[config.mk]
export PLATFORM = sky130hd
export DESIGN_NAME = alu_multiciclo
export DESIGN_NICKNAME = d
export VERILOG_FILES = /design/src/rtl/alu_multiciclo.sv
export SDC_FILE = /design/constraint.sdc
export NUM_CORES = 1
export LEC_CHECK = 0
export ABC_CLOCK_PERIOD_IN_PS = 5300
export CAP_MARGIN = 20
export CORE_MARGIN = 2
export CORE_UTILIZATION = 45
export CTS_BUF_LIST = sky130_fd_sc_hd__clkbuf_4 sky130_fd_sc_hd__clkbuf_8
export CTS_CLUSTER_DIAMETER = 80
export DETAILED_ROUTE_END_ITERATION = 12
export SLEW_MARGIN = 20
export SYNTH_ARGS = -nofsm -noshare
export SYNTH_HDL_FRONTEND = slang
export SYNTH_SLANG_ARGS = --single-unit
[constraint.sdc]
create_clock -name clk -period 5.3 [get_ports clk]
set_clock_uncertainty 0.15 [all_clocks]
set_input_delay 1.59 -clock clk [delete_from_list [all_inputs] [get_ports clk]]
set_output_delay 1.59 -clock clk [all_outputs]
set_load 0.005 [all_outputs]
[src/rtl/alu_multiciclo.sv]
// Multi-cycle ALU: single-cycle arithmetic/logic/shift ops plus iterative
// shift-add multiply and restoring divide/modulo, sequenced by a small FSM.
module alu_multiciclo #(
    parameter int N = 8
) (
    input  logic         clk,
    input  logic         rst,
    input  logic         start,
    input  logic [N-1:0] a,
    input  logic [N-1:0] b,
    input  logic         ci,
    input  logic [3:0]   selec_alu,
    output logic         busy,
    output logic         done,
    output logic [N-1:0] result,
    output logic         Neg,
    output logic         Z,
    output logic         C,
    output logic         V,
    output logic         div_zero
);

    localparam int CW = $clog2(N);
    localparam logic [CW-1:0] LAST = CW'(N - 1);
    localparam logic [N-1:0] N_VAL = N[N-1:0];

    typedef enum logic [1:0] {IDLE, EXEC, DONE} state_t;

    state_t        state;
    logic [3:0]    op;
    logic [N-1:0]  opnd;
    logic [N-1:0]  hi;
    logic [N-1:0]  lo;
    logic [CW-1:0] cnt;

    logic [N:0]    sum;
    logic [N:0]    diff;
    logic [N-1:0]  sc_r;
    logic          sc_c;
    logic          sc_v;
    logic          sc_neg;
    logic          sc_dz;
    logic          multi;

    // Single-cycle datapath works straight off the inputs at the accepting edge.
    always_comb begin
        sum    = {1'b0, a} + {1'b0, b} + {{N{1'b0}}, ci};
        diff   = {1'b0, a} - {1'b0, b} - {{N{1'b0}}, ci};
        sc_r   = '0;
        sc_c   = 1'b0;
        sc_v   = 1'b0;
        sc_dz  = 1'b0;
        unique case (selec_alu)
            4'd0: begin
                sc_r = sum[N-1:0];
                sc_c = sum[N];
                sc_v = (a[N-1] == b[N-1]) && (sum[N-1] != a[N-1]);
            end
            4'd1: begin
                sc_r = diff[N-1:0];
                sc_c = ~diff[N];
                sc_v = (a[N-1] != b[N-1]) && (diff[N-1] != a[N-1]);
            end
            4'd3: begin
                sc_r  = '1;
                sc_dz = 1'b1;
            end
            4'd4: begin
                sc_r  = a;
                sc_dz = 1'b1;
            end
            4'd5: sc_r = a & b;
            4'd6: sc_r = a | b;
            4'd7: sc_r = a ^ b;
            4'd8: sc_r = (b >= N_VAL) ? '0 : (a << b);
            4'd9: sc_r = (b >= N_VAL) ? '0 : (a >> b);
            default: sc_r = '0;
        endcase
        sc_neg = (selec_alu <= 4'd9) ? sc_r[N-1] : 1'b0;
        multi  = (selec_alu == 4'd2) ||
                 (((selec_alu == 4'd3) || (selec_alu == 4'd4)) && (b != '0));
    end

    logic [N:0]   mul_sum;
    logic [N:0]   rem_sh;
    logic [N:0]   trial;
    logic         ge;
    logic [N-1:0] it_hi;
    logic [N-1:0] it_lo;
    logic [N-1:0] fin_r;

    // One iteration step: for mul {hi,lo} is the product register with the
    // multiplier in lo; for div hi is the partial remainder and lo shifts the
    // dividend out while the quotient shifts in.
    always_comb begin
        mul_sum = {1'b0, hi} + (lo[0] ? {1'b0, opnd} : {(N+1){1'b0}});
        rem_sh  = {hi, lo[N-1]};
        trial   = rem_sh - {1'b0, opnd};
        ge      = ~trial[N];
        if (op == 4'd2) begin
            it_hi = mul_sum[N:1];
            it_lo = {mul_sum[0], lo[N-1:1]};
        end else begin
            it_hi = ge ? trial[N-1:0] : rem_sh[N-1:0];
            it_lo = {lo[N-2:0], ge};
        end
        fin_r = (op == 4'd4) ? it_hi : it_lo;
    end

    // Control FSM; outputs and flags are registered and updated only on DONE entry.
    always_ff @(posedge clk) begin
        if (!rst) begin
            state    <= IDLE;
            op       <= '0;
            opnd     <= '0;
            hi       <= '0;
            lo       <= '0;
            cnt      <= '0;
            busy     <= 1'b0;
            done     <= 1'b0;
            result   <= '0;
            Neg      <= 1'b0;
            Z        <= 1'b0;
            C        <= 1'b0;
            V        <= 1'b0;
            div_zero <= 1'b0;
        end else begin
            done <= 1'b0;
            unique case (state)
                IDLE: begin
                    if (start) begin
                        op <= selec_alu;
                        if (multi) begin
                            opnd  <= (selec_alu == 4'd2) ? a : b;
                            lo    <= (selec_alu == 4'd2) ? b : a;
                            hi    <= '0;
                            cnt   <= '0;
                            busy  <= 1'b1;
                            state <= EXEC;
                        end else begin
                            result   <= sc_r;
                            Neg      <= sc_neg;
                            Z        <= (sc_r == '0);
                            C        <= sc_c;
                            V        <= sc_v;
                            div_zero <= sc_dz;
                            done     <= 1'b1;
                            state    <= DONE;
                        end
                    end
                end
                EXEC: begin
                    hi  <= it_hi;
                    lo  <= it_lo;
                    cnt <= cnt + 1'b1;
                    if (cnt == LAST) begin
                        result   <= fin_r;
                        Neg      <= fin_r[N-1];
                        Z        <= (fin_r == '0);
                        C        <= 1'b0;
                        V        <= (op == 4'd2) && (it_hi != '0);
                        div_zero <= 1'b0;
                        busy     <= 1'b0;
                        done     <= 1'b1;
                        state    <= DONE;
                    end
                end
                DONE: state <= IDLE;
                default: state <= IDLE;
            endcase
        end
    end

endmodule

Word-level counts from Yosys, hierarchy flattened
Index checks and enable logic that the tools add are counted.
Cells by class
  add/sub/neg operators: 7
  $mul: 0
  div/mod/pow operators: 0
  $lt $le $gt $ge: 2
  equal/unequal tests: 21
  shifts and indexed selects: 2
  muxes and demuxes: 57
  bitwise operators: 5
  reduce and logical (&&, ||, !) cells: 20
Operators by type and width (number)
  $mux 8: 16
  $pmux 8 s9: 1
  $pmux 8 s2: 3
  $mux 1: 21
  $eq 4x3->1 const B: 5
  $add 8x8->9: 2
  $pmux 1 s2: 9
  $logic_not 8->1: 2
  $reduce_bool 8->1: 2
  $eq 4x2->1 const B: 3
  $add 9x1->9: 1
  $sub 8x8->9: 1
  $sub 9x1->9: 1
  $sub 9x8->9: 1
  $and 8x8->8: 1
  $eq 4x4->1 const B: 2
  $ge 8x4->1 const B: 1
  $ne 2x2->1 const B: 4
  $or 8x8->8: 1
  $reduce_and 4->1: 2
  $shl 8x8->8: 1
  $shr 8x8->8: 1
  $xor 8x8->8: 1
  $mux 2: 3
  19 further kinds: 29
Storage, ports and cells
  flip-flop bits (word level): 48
  bits in latches: 0
  memory bits (writable): 0
  memory bits (read-only): 0
  bits of input ports: 24
  word-level logic and storage cells: 128
  memories: 0

Logic depth before layout (Yosys ltp)
  word-level depth: 8
  depth in mapped cells: 13
  gate-level depth less buffers: 12

Worst setup path before layout
No wires, ideal clock.
  path kind: input to register
  from: input port b[0]
  to: register Z
  library setup time: 0.116 ns
  data arrival time: 4.541 ns
  required time: 5.034 ns
  slack: 0.493 ns
  cell stages on the path: 12
  path through: buf_2 buf_2 inv_1 fa_1 ha_1 or4_1 o221ai_1 or4b_1 o211a_1 o221ai_1 o31ai_1 a41o_1
On the way
  word-level cells in the longest chain between the ends: 7
  elaborated cells on any way between the ends: 22
  classes of those cells: add/sub (4); order compare (1); eq/ne (1); shift (2); mux (6); bitwise (3); reduce/logical (5)
Ends and longest elaborated chain
  start: declaration: RTL line 10  | input logic [N-1:0] b,
  $sub 8x8->9 (tied with other cells): RTL line 48  | diff = {1'b0, a} - {1'b0, b} - {{N{1'b0}}, ci};
  $sub 9x1->9 (tied with other cells): RTL line 48
  $pmux 8 s9: RTL line 53  | unique case (selec_alu)
  $logic_not 8->1: RTL line 143  | Z <= (sc_r == '0);
  $mux 1: RTL line 133  | if (multi) begin
  $mux 1: RTL line 131  | if (start) begin
  $pmux 1 s2: RTL line 129  | unique case (state)
  end signal: assignment: RTL line 143
  end signal: assignment: RTL line 159  | Z <= (fin_r == '0);
  end: declaration: RTL line 17  | output logic Z,
Several ways; a longest one is shown, not always the timed one. The select of a mux whose other input is x is not followed.
A chain may end at the register's enable or synchronous reset.

Worst setup path in the final report
  from: input port b[0]
  to: register Neg
On the way
  word-level cells in the longest chain between the ends: 7
  elaborated cells on any way between the ends: 19
  classes of those cells: add/sub (4); order compare (1); eq/ne (1); shift (2); mux (7); reduce/logical (4)
Ends and longest elaborated chain
  $sub 8x8->9 (tied with other cells): RTL line 48
  $sub 9x1->9 (tied with other cells): RTL line 48
  $pmux 8 s9: RTL line 53
  $mux 1: RTL line 79  | sc_neg = (selec_alu <= 4'd9) ? sc_r[N-1] : 1'b0;
  $mux 1: RTL line 133
  $mux 1: RTL line 131
  $pmux 1 s2: RTL line 129
  end signal: assignment: RTL line 142  | Neg <= sc_neg;
  end signal: assignment: RTL line 158  | Neg <= fin_r[N-1];
  end: declaration: RTL line 16  | output logic Neg,
Several ways; a longest one is shown, not always the timed one. The select of a mux whose other input is x is not followed.

==> impl_results.md <==
* Worst hold slack at 0.324 ns
* Via count at 5,711
* Hold worst-path end: div_zero$_SDFFE_PN0P_
* Gr usage total at 29.6%
* Routed WL at 18,700 µm
* Top layer in use: met4
* WL/cell at 20.8 µm
* H-tree depth at 2
* Final hold vios at 0
* Worst-margin pin slew at 0.888 ns
* Starting density of the core at 46.6%
* Largest family of logic cells by synthesized area: compound AO/OA/AOI/OAI gates
* Kind of critical path: in2reg
* DP Worst Slack at -0.0271 ns
* Metal2 WL at 7710 µm
* Drt pass-1 iters at 5
* PnR worst setup slack at 0.267 ns
* Port Buffer Count at 38
* Routed length on met3 at 1880 µm
* CTS resizes at 0
* Static leakage at 2.50 nW
* Commonest non-fill, non-tap cells in the layout: nor2_1 (81), nand2_1 (59), a21oi_1 (56)
* P&R area growth vs syn at 14.1%
* Post-CTS setup buffer count at 0
* Max-Cap Viols at 0
* VDD IR max at 225 µV
* Clock-pin slew on the worst setup and hold paths at 0.09 ns
* Routed vias/inst at 6.34
* Wl on met1 at 8910 µm
* Period Utilization, post-route at 95.0%
* Register area at 961 µm²
* Syn Nets at 799
* Final Power at 0.00152 W
* Hold_sp: div_zero$_SDFFE_PN0P_
* Worst-skew pair later-pin latency at 0.32 ns
* Mux cell area share after synthesis at 8.75%
* Die Wd at 113 µm
* GP Congestion at 0.982
* Worst R2R Path Depth at 12
* Root Buffer: clkbuf_8
* Number of CTS-inserted buffers at 5
* Grt ovf at 0
* Nets@finish at 835
* Core Rows at 39
* Setup crit start kind: input pin
* Adder-cell share of the synthesized area at 13.4%
* Hold Crit Depth at 2
* Finished Cell Area at 6150 µm²
* Die area at 12,900 µm²
* Multi-input gate area at 4070 µm²
* Commonest non-fill, non-tap cell in the layout: nor2_1
* Cell variety after synth at 70
* XOR/XNOR Fraction of Synth Area at 2.44%
* Placed Instance Area at 6040 µm²
* Placed cells at 893
* DRC Markers at 0
* # clock sinks at 48
* Async S/R FF share, synth at 0%
* Max transition margin at 39.9%
* Achievable Freq at 199 MHz
* CTS tree: yes
* N_diodes at 0
* Crit path capture type: flip-flop
* Fillers at 1,151
* Critical path peak fanout at 3
* First-pass GRT wire length at 29,900 µm
* CP arrival at 5.13 ns
* Post-synth EDFFs at 0
* Layout cells sized above 1 at 9.23%
* Max Transition Viols Final at 0
* Post-synthesis sequential area ratio at 17.8%
* Synth Area in Compound Gates at 26.8%
* Synth Area in Simple Gates at 24.1%
* Reg-to-reg slack, setup at 1.19 ns
* Post-Synthesis Cells at 721
* Die span in y at 113 µm
* Hpwl dp at 14,400 µm
* Critical Path RT at 5.40 ns
* Final setup vio count at 0
* Drt initial violations at 587
* Core box area at 11,600 µm²
* HP Class: reg2reg
* Post-Syn Area per Cell at 7.48 µm²
* Cell area after synthesis at 5390 µm²
* Predominant post-synthesis flop cell: dfxtp_1
* Status: completed
* Syn. warnings at 0
* RR Startpoint: lo[7]$_SDFFE_PN0P_
* Initial antenna violation count at 0
* # hold bufs at CTS at 0
* Post-route antenna net violation count at 0
* Largest net degree at the start of global routing at 38
* Bufs on Longest Clock Path at 2
* Post-Layout Cell Count at 901
* RSZ-0062 raised after global routing: no
* Tmin final at 5.03 ns
* Vias in the first global route at 5,361
* Pwr dens at 247 nW/µm²
* Post-synthesis register bit count at 48
* I/O pin count at 39
* Worst R2R End: V$_SDFFE_PN0P_
report_power, final:
group	leakage (nW)	total, W	switching [W]	internal, W
clock network	0.0541	0.000279	0.000140	0.000140
logic	2.05	0.000805	0.000474	0.000330
registers	0.391	0.000434	0.0000394	0.000395
routing by layer:
layer / GRT usage [%] / vias up
li1: - / 2717
met1: 46.4 / 2702
met2: 42.2 / 273
met3: 5.79 / 19
met4: 5.53 / 0
met5: 0 / -
worst max-delay path, cell delays in order:
cell             delay [ns]
clkdlybuf4s50_1        0.52
inv_1                  0.09
fa_1                   0.46
ha_1                   0.24
or4_1                  0.51
o221ai_1               0.34
or4b_1                 0.48
o211a_1                0.17
o221ai_1               0.31
mux2i_1                0.23
o21ai_0                0.19
stage by stage:
stage / TNS, ns / util, %
3_5_place_dp: -0.0671 / 52.2
2_1_floorplan: 0 / -
6_report: 0 / 53.2
5_1_grt: 0 / 53.2
3_3_place_gp: 0 / 52.2
4_1_cts: 0 / 53.2
worst max path at each step:
stage / to / startpoint / cells after the start / slack [ns]
finish: Neg$_SDFFE_PN0P_ / b[0] / 11 / 0.27
global route: result[7]$_SDFFE_PN0P_ / b[0] / 11 / 0.13
CTS: Neg$_SDFFE_PN0P_ / b[0] / 11 / 0.32
detailed placement: Neg$_SDFFE_PN0P_ / b[0] / 11 / -0.03
global placement: Z$_SDFFE_PN0P_ / b[0] / 11 / 0.11
floorplan: Z$_SDFFE_PN0P_ / b[0] / 12 / 0.49
flip-flops by register name (all words and copies together), names as in the netlist, 2 cells and up:
name,cells
state,2
hi,8
result,8
cnt,3
lo,8
op,4
opnd,8
cell type report:
class	instances	share of cell area [%]
clock buffers	5	1.12
clock inverters	3	0.692
inverters	47	2.87
multi-input cells	581	66.2
flip-flops and latches	48	15.6
well taps	143	2.91
repair buffers	74	10.6
cell usage after synthesis (4+ instances only):
| library cell | instances | area (µm²) |
|---|---|---|
| a311oi_1 | 4 | 35.0 |
| o21a_1 | 7 | 52.6 |
| a31oi_1 | 7 | 43.8 |
| o21ai_0 | 37 | 185 |
| nor3_1 | 15 | 75.1 |
| and3_1 | 6 | 37.5 |
| nand2_1 | 59 | 221 |
| mux4_2 | 10 | 225 |
| ha_1 | 48 | 601 |
| nand4_1 | 5 | 31.3 |
| o221ai_1 | 4 | 35.0 |
| nor3b_1 | 5 | 37.5 |
| o211a_1 | 4 | 40.0 |
| and2_1 | 15 | 93.8 |
| or2_2 | 5 | 31.3 |
| mux2i_1 | 19 | 190 |
| nand3b_1 | 4 | 30.0 |
| o22ai_1 | 6 | 37.5 |
| nor2_1 | 81 | 304 |
| nand3_1 | 20 | 100 |
| dfxtp_1 | 48 | 961 |
| nand2b_1 | 8 | 50.1 |
| nor2b_1 | 10 | 62.6 |
| a211oi_1 | 26 | 195 |
| o31ai_1 | 9 | 67.6 |
| nor4_1 | 7 | 43.8 |
| o211ai_1 | 6 | 45.0 |
| fa_1 | 6 | 120 |
| a22oi_1 | 12 | 90.1 |
| a21o_1 | 9 | 67.6 |
| inv_1 | 45 | 169 |
| buf_2 | 11 | 55.1 |
| or3_1 | 7 | 43.8 |
| clkbuf_1 | 32 | 120 |
| xor2_1 | 4 | 35.0 |
| a21oi_1 | 56 | 280 |
| xnor2_1 | 11 | 96.3 |
kinds of logic after synthesis:
family                   Yosys count
AND/OR/NAND/NOR                  261
AO/OA/AOI/OAI                    217
buffers and inverters             92
adder cells (fa/ha/maj)           54
flip-flops                        48
multiplexers                      34
XOR/XNOR                          15
Power figures use the tool's default switching activity.
